**src/rtl/muldiv_seq_pkg.sv**
```systemverilog
// muldiv_seq_pkg: ALU control codes and sequencer state encoding shared by the multiply/divide slice
package muldiv_seq_pkg;
  localparam logic [3:0] ALU_AND = 4'b0000;
  localparam logic [3:0] ALU_OR  = 4'b0001;
  localparam logic [3:0] ALU_ADD = 4'b0010;
  localparam logic [3:0] ALU_MUL = 4'b0100;
  localparam logic [3:0] ALU_DIV = 4'b0101;
  localparam logic [3:0] ALU_SUB = 4'b0110;
  localparam logic [3:0] ALU_SLT = 4'b0111;
  typedef enum logic [1:0] {IDLE = 2'd0, MUL = 2'd1, DIV = 2'd2, DONE = 2'd3} state_t;
endpackage

```
**src/rtl/muldiv_seq_div_step.sv**
```systemverilog
// div_step: one combinational restoring-division iteration
module div_step #(
  parameter int XLEN = 32
) (
  input  logic [XLEN-1:0] rem,
  input  logic            msb,
  input  logic [XLEN-1:0] divisor,
  output logic [XLEN-1:0] rem_next,
  output logic            qbit
);
  logic [XLEN-1:0] shifted;
  always_comb begin
    shifted  = {rem[XLEN-2:0], msb};
    qbit     = shifted >= divisor;
    rem_next = qbit ? shifted - divisor : shifted;
  end
endmodule

```
**src/rtl/muldiv_seq.sv**
```systemverilog
// muldiv_seq: iterative shift-add multiplier / restoring divider that stalls the pipeline while running
module muldiv_seq
  import muldiv_seq_pkg::*;
#(
  parameter int XLEN = 32
) (
  input  logic            clk,
  input  logic            reset,
  input  logic            start,
  input  logic [3:0]      alucontrol,
  input  logic [XLEN-1:0] srca,
  input  logic [XLEN-1:0] srcb,
  output logic            stall,
  output logic            busy,
  output logic            done,
  output logic [XLEN-1:0] result
);
  localparam int CW = $clog2(XLEN + 1);
  state_t          state;
  logic [CW-1:0]   cnt;
  logic [XLEN-1:0] a, b, acc, rem, rem_next, sum, quot;
  logic            qbit, accept, last;
  div_step #(.XLEN(XLEN)) u_step (
    .rem(rem),
    .msb(a[XLEN-1]),
    .divisor(b),
    .rem_next(rem_next),
    .qbit(qbit)
  );
  always_comb begin
    accept = state == IDLE && start && (alucontrol == ALU_MUL || alucontrol == ALU_DIV);
    last   = cnt == CW'(1);
    sum    = b[0] ? acc + a : acc;
    quot   = {acc[XLEN-2:0], qbit};
    busy   = state == MUL || state == DIV;
    done   = state == DONE;
    stall  = busy || accept;
  end
  // a holds multiplicand/dividend, b multiplier/divisor, acc product/quotient
  always_ff @(posedge clk or posedge reset) begin
    if (reset) begin
      state  <= IDLE;
      cnt    <= '0;
      a      <= '0;
      b      <= '0;
      acc    <= '0;
      rem    <= '0;
      result <= '0;
    end else begin
      case (state)
        IDLE: if (accept) begin
          a   <= srca;
          b   <= srcb;
          acc <= '0;
          rem <= '0;
          cnt <= CW'(XLEN);
          if (alucontrol == ALU_DIV && srcb == '0) begin
            state  <= DONE;
            result <= '1;
          end else begin
            state <= alucontrol == ALU_MUL ? MUL : DIV;
          end
        end
        MUL: begin
          acc <= sum;
          a   <= a << 1;
          b   <= b >> 1;
          cnt <= cnt - CW'(1);
          if (last) begin
            state  <= DONE;
            result <= sum;
          end
        end
        DIV: begin
          rem <= rem_next;
          a   <= a << 1;
          acc <= quot;
          cnt <= cnt - CW'(1);
          if (last) begin
            state  <= DONE;
            result <= quot;
          end
        end
        DONE: state <= IDLE;
      endcase
    end
  end
endmodule
```
**config.mk**
```make
export PLATFORM = sky130hd
export DESIGN_NAME = muldiv_seq
export DESIGN_NICKNAME = d
export VERILOG_FILES = /design/src/rtl/muldiv_seq_pkg.sv /design/src/rtl/muldiv_seq_div_step.sv /design/src/rtl/muldiv_seq.sv
export SDC_FILE = /design/constraint.sdc
export NUM_CORES = 1
export LEC_CHECK = 0
export BUFFER_PORTS_ARGS = -buffer_cell sky130_fd_sc_hd__buf_4
export CAP_MARGIN = 20
export CORE_MARGIN = 4
export CORE_UTILIZATION = 50
export DETAILED_ROUTE_END_ITERATION = 8
export PLACE_DENSITY = 0.78
export SLEW_MARGIN = 20
export SYNTH_ARGS = -nofsm -noshare
export SYNTH_HDL_FRONTEND = slang
export SYNTH_SLANG_ARGS = --single-unit
```
**constraint.sdc**
```tcl
create_clock -name clk -period 6.6 [get_ports clk]
set_input_delay 0.66 -clock clk [delete_from_list [all_inputs] [get_ports clk]]
set_output_delay 0.66 -clock clk [all_outputs]
set_load 0.005 [all_outputs]
```
==> results.md, run 1 <==
- Routability cong.: ~0.92
- Sink Count: about 170
- Final WS setup: 1.98 ns
- Net Switching: ~3600 uW
- DP HPWL: around 21000 microns
- Initial antenna violation count: 0
- Max Slew Vio Count: 0
- Top-count cell post-synth: dfrtp_1
- DR WL/cell: roughly 18 microns
- Tcrit/Tclk final: 70.1%
- Synth Cell Area: around 11000 sq um
- Setup WS pre-CTS: ~2.1 ns
- Routed Antenna Nets: 0
- Max-Cap Viols: 0
- Leak: between 0.006 and 0.007 uW
- Top cell type's share of synthesized area: a little under two fifths
- WP data required: slightly below 7 ns
- Startpoint Class: flop
- Gate Count Post-Synth: 1252
- Area Overhead vs Synth: 14.4%
- # rows: 54
- Number of I/O port buffers: 105
- Total CTS buffers: 17
- Max Clock Skew: 0.0136 ns
- Cell accounting for the most synthesized area: dfrtp_1
- Finish-stage setup viols: 0
- Final Hold Fails: 0
- Post-CTS setup buffers: 0
- Comb power frac: 59.7%
- Initial Utilization: 50.9%
- Xor and xnor area share after synthesis: 4.32%
- Bufs on Longest Clock Path: 2
- Vias: 9857
- I/O pin cnt: 106
- First-pass GRT wire length: 48400 microns
- N_diodes: 0
- WS Path Type: flop to flop
- Sum of negative setup slack: 0 ns
- CTS HTree Levels: 4
- Asr flop ratio synth: 100%
- Area share of and/or/nand/nor cells after synthesis: 12.8%
- CTS tree: yes
- Unrepaired setup endpoints after global routing: no
- Syn_nets: 1395
- Total wire length: 29500 microns
- Int Power: 3970 uW
- Tmin final: between 4 and 5 ns
- Root Buffer: clkbuf_16
- Register area share after synthesis: between 30 and 40%
- Die Span Y: 157 microns
- WP data arrival: 4.94 ns
- Layout cells sized above 1: between 10% and 20%
- Post-layout nets: approximately 1500
- Tot Pwr: 7540 uW
- DR iter-0 viols: 739
- Sequential share of power: between 20% and 30%
- Largest family of logic cells by synthesized area: compound AO/OA/AOI/OAI gates
- Worst vdd ir: approximately 510 uV
- Grt ovf: 0
- Relative slew slack: 33.8%
- Syn. warnings: 0
- Largest net degree at the start of global routing: 105
- Fmax: 216 MHz
- Adder-cell area share of the yosys netlist: 8.22%
- Mapped Avg Cell Area: approximately 8.9 sq um
- Synth Area in Compound Gates: 23.8%
- Mux cell area share after synthesis: under 10%
- Slew @ Worst Pin: between 0.9 and 1 ns
- Post-cts sizing count: 0
- Top cells by area, synth: dfrtp_1 (38%), mux2i_1 (8.1%), ha_1 (7.9%), a21oi_1 (6.8%), nor2_1 (4.2%)
- DRC: 0
- Clk_lat worst skew: around 0.44 ns
- Worst-path maximum fanout: 21
- Vias per cell: roughly 6.1
- Post-synthesis cell type count: 75
- R2R cell count: 13
- Sw frac: between 40% and 50%
- Die area: 24700 sq um
- Clk slew on worst S/H paths: 0.07 ns
- Min-delay worst type: primary input to asynchronous set/reset pin
- PD cells: around 600 nW/um^2
- CP endpoint kind: flop
- Status: finished, final reports clean
- GRT Util Overall: 24.0%
- Number of global-route vias before repair: between 9000 and 10000
- Clock Power Share: 14.7%
- Core Region: ~22000 sq um
- Post-CTS Hold Buffers: 0
- Top cells by count, synth: dfrtp_1 (167), a21oi_1 (151), nor2_1 (124)
- First-pass DRT Iterations: 8
- EDFF count, synth: 0
- DIE WIDTH: roughly 160 microns
- Ys flop type: dfrtp_1
- FF+latch count, synth: 167
[state kept, by name (all words and copies together) (netlist names)]
name	cells
cnt	6
acc	32
state	2
result	32
b	32
rem	31
a	32
[layer usage]
layer | part of all wire (%) | track usage, %
met1 | 43 | 32.2
met2 | 48 | 39.8
met3 | 6.5 | 4.51
met4 | 2.3 | 7.33
met5 | 0 | 0
[worst max-delay path, stage by stage (launching register included)]
cell and delay (ns):
dfrtp_1 0.97, ha_1 0.30, inv_1 0.06, fa_1 0.39
a21oi_1 0.21, o21ai_0 0.11, a21oi_1 0.36, o211ai_2 0.20
a211o_1 0.33, a21oi_4 0.22, or2_1 0.58, buf_4 0.42
mux2i_1 0.25, o21ai_1 0.08
[cell families after synthesis]
family | Yosys count
compound gates | 414
simple gates | 320
flops | 167
buf+inv | 130
mux | 94
fa+ha+maj | 72
xor+xnor | 55
[final timing paths]
path / slack (ns) / to / start
hold / removal: 0.45 / cnt[3]$_DFFE_PP0P_ / reset
max in group asynchronous: 4.77 / result[20]$_DFFE_PP0P_ / reset
min in group clk: 0.46 / a[0]$_DFFE_PP0P_ / srca[0]
setup / recovery: 1.98 / rem[12]$_DFFE_PP0P_ / b[0]$_DFFE_PP0P_
setup reg to reg: 1.98 / rem[12]$_DFFE_PP0P_ / b[0]$_DFFE_PP0P_
hold reg to reg: 0.51 / result[26]$_DFFE_PP0P_ / result[26]$_DFFE_PP0P_
[layout make-up]
class                           instances  area, sq um
Clock inverter                         13          195
Inverter                               62          238
Timing Repair Buffer                  119          893
Fill cell                            1919         9140
Multi-Input combinational cell        955         6450
Tap cell                              280          350
Sequential cell                       167         4180
Clock buffer                           18          439
[stage by stage]
| step | instance area (sq um) | instances | hold WS, ns | utilization (%) |
|---|---|---|---|---|
| 6_report | 12700 | 1614 | 0.445 | 58.2 |
| 5_1_grt | 12700 | 1614 | 0.469 | 58.2 |
| 2_1_floorplan | 11100 | 1252 | 0.465 | - |
| 4_1_cts | 12700 | 1614 | 0.455 | 58.2 |
| 3_3_place_gp | 12100 | 1583 | 0.495 | 55.3 |
| 3_5_place_dp | 12100 | 1583 | 0.502 | 55.3 |
[placed cells by master, fill, tap and decap left out, types with 11 or more instances in the layout]
cell type / Yosys / final
nand3_1: 15 / 15
xor2_1: 17 / 17
a32oi_1: 11 / 11
nand4_1: 13 / 13
a222oi_1: 12 / 12
xnor2_1: 38 / 38
o21ai_0: 68 / 67
a31oi_1: 14 / 14
nor2_1: 124 / 124
a21oi_1: 151 / 151
buf_4: 1 / 119
clkbuf_16: 0 / 17
o21ai_1: 19 / 18
nand2_1: 104 / 104
mux2i_1: 90 / 90
nor3_1: 13 / 13
a21o_1: 34 / 34
ha_1: 70 / 68
inv_1: 61 / 60
dfrtp_1: 167 / 167
[power by group through the flow]
stage	clock, uW	sequential, uW	combinational (uW)
2_1_floorplan	0	1790	3430
3_3_place_gp	0	1930	4310
3_5_place_dp	0	1940	4420
4_1_cts	1120	1930	4470
5_1_grt	1160	1990	5000
6_report	1110	1930	4500
No activity file was read; power rests on OpenSTA's default activity.
==> inputs of run 2 (changes only) <==
- ABC_AREA: not set -> 1
- clock period: 6.6 -> 4.4 ns (I/O delays scaled with it)
==> run 2 against run 1 <==
Net effect: clock skew decreased by 0.0015 ns; register-to-register slack got worse by 0.60 ns; non-clock buffer count decreased by 4; flip-flop and latch count unchanged; critical path depth decreased by 3; area after synthesis increased by 13%; wire length increased by 18%; first-iteration DRC count increased by 30%; global-route usage increased by 0.88 points.
==> results.md, run 2 <==
- Status: finished, final reports clean
- Routed Antenna Nets: 0
- Clk_lat worst skew: about 0.45 ns
- DRC: 0
- Post-CTS setup buffers: 0
- Max-Cap Viols: 0
- Wl on met1: 15600 microns
- Tmin final: 3.02 ns
- Top cell type's share of synthesized area: roughly a third
- First-pass DRT Iterations: 7
- N_diodes: 0
- First-pass GRT wire length: roughly 58000 microns
- Crit. Startpoint: state[0]$_DFFE_PP0P_
- Min-delay worst type: primary input to flop
- # rows: between 50 and 60
- Syn. warnings: 0
- Sink Count: 167
- Register area share after synthesis: 33.2%
- Setup WS pre-CTS: between 1 and 1.5 ns
- Wire length on met2: 16600 microns
- DIE WIDTH: 167 microns
- Max Slew Vio Count: 0
- Routability cong.: 0.998
- Non-filler cells, final: 2345
- Post-CTS Hold Buffers: 0
- Hold_ws: roughly 0.22 ns
- Unrepaired setup endpoints after global routing: no
- Post-layout nets: between 2000 and 2500
- GRT Util Overall: approximately a quarter
- Dpl cells: about 2300
- Hold_sp: srca[0]
- Bufs on Longest Clock Path: 2
- CTS HTree Levels: 4
- Number of global-route vias before repair: 11761
- Final Hold Fails: 0
- Die area: between 20000 and 30000 sq um
- Top cells by area, synth: dfrtp_1 (33%), nand2_1 (20%), inv_1 (8.0%), ha_1 (7.0%), nor2_1 (5.8%)
- Vias: 12396
- Sequential cell area: about 4200 sq um
- DR WL/cell: 14.8 microns
- Largest net degree at the start of global routing: 168
- Met3 WL: 1650 microns
- Mapped Avg Cell Area: 6.50 sq um
- I/O pin cnt: 106
- Finish-stage setup viols: 0
- Top-count cell post-synth: nand2_1
- Top cells by count, synth: nand2_1 (666), inv_1 (268), nor2_1 (195)
- Fillers: 2344
- Post-synthesis cell type count: 40
- Fmax: 331 MHz
- R2R cell count: 10
- DR iter-0 viols: ~960
- Grt ovf: 0
- Commonest non-fill, non-tap cell in the layout: nand2_1
- Startpoint Class: flop
- Post-cts sizing count: 0
- Die Span Y: 167 microns
- WS Path Type: flop to flop
- Number of I/O port buffers: 105
- CP endpoint kind: flop
- Core Region: 24500 sq um
- Final WS setup: roughly 1.4 ns
- Sum of negative setup slack: 0 ns
- WP data required: approximately 4.7 ns
- Asr flop ratio synth: 100%
- WP data arrival: 3.35 ns
- Slew @ Worst Pin: 1.08 ns
- Cell accounting for the most synthesized area: dfrtp_1
- Initial antenna violation count: 0
- Initial Utilization: 51.3%
- Gate Count Post-Synth: approximately 1900
- Syn_nets: 2079
- R2r startpoint: state[0]$_DFFE_PP0P_
- Tcrit/Tclk final: 68.6%
- Synth Cell Area: 12600 sq um
- Ys flop type: dfrtp_1
- CTS tree: yes
- EDFF count, synth: 0
- Relative slew slack: 28.0%
- Commonest non-fill, non-tap cells in the layout: nand2_1 (666), inv_1 (266), nor2_1 (194)
- Total CTS buffers: 17
- Root Buffer: clkbuf_16
- FF+latch count, synth: approximately 170
- Area Overhead vs Synth: 12.9%
- DP HPWL: 26100 microns
- DR top layer: met4
- Total wire length: 34700 microns
- Max Clock Skew: between 0.01 and 0.015 ns
- Vias per cell: 5.29
- Layout cells sized above 1: a little under a tenth
- WHS Path Cells: 2
- Clk slew on worst S/H paths: 0.08 ns
- Worst-path maximum fanout: 33
- Area of the multi-input gates: roughly 7100 sq um
-- run 2: changes by cell type after synthesis, sizes merged, moves of 26 or more --
cell,before,now
inv,61,272
nand2,104,670
xnor2,38,12
o211ai,8,39
o21ai,87,118
a21oi,153,83
nand3,15,119
a21o,34,1
nor2,124,199
mux2i,90,0
-- run 2: metrics by stage --
stage                     utilization (%)  cell area [sq um]
after floorplan                         -              12600
after global placement               55.3              13600
after detailed placement             55.3              13600
after CTS                            57.7              14200
after global routing                 57.9              14200
final                                57.9              14200
-- run 2: cell type report --
type / count / share of cell area [%]
Clock buffer: 17 / 2.99
Clock inverter: 15 / 1.15
Inverter: 272 / 7.21
Multi-Input combinational cell: 1435 / 49.9
Sequential cell: 167 / 29.4
Tap cell: 324 / 2.85
Timing Repair Buffer: 115 / 6.45
-- run 2: per-layer routing --
metal / up-vias / GRT usage (%)
met3: 57 / 2.70
met1: 5699 / 33.4
met2: 336 / 42.5
met4: 0 / 7.83
li1: 6304 / -
met5: - / 0
-- run 2: cells by family after synthesis --
family | count (synthesis) | synth area share, %
buf+inv | 334 | 10.6
flops | 167 | 33.2
simple gates | 1038 | 33.4
fa+ha+maj | 72 | 7.28
xor+xnor | 31 | 2.16
compound gates | 294 | 13.4
-- run 2: critical path, stage by stage (launching register included) --
cell	delay (ns)
dfrtp_1	0.40
inv_1	0.14
ha_1	0.34
nand3_2	0.25
nand2_2	0.20
nand2_2	0.36
a21oi_2	0.25
o21ai_2	0.13
inv_2	0.44
nand2_2	0.17
o22a_1	0.22
-- run 2: worst paths after layout --
check | slack, ns | endpoint
max in group asynchronous | 3.50 | result[23]$_DFFE_PP0P_
worst max-delay path | 1.38 | result[5]$_DFFE_PP0P_
worst min register to register | 0.51 | rem[6]$_DFFE_PP0P_
min in group asynchronous | 0.29 | result[9]$_DFFE_PP0P_
worst min-delay path | 0.22 | a[0]$_DFFE_PP0P_
worst max register to register | 1.38 | result[5]$_DFFE_PP0P_
Power of run 2 is left out: the tool's default activity adds up to more than one toggle a clock period on the data nets, which glitch-free logic cannot reach.
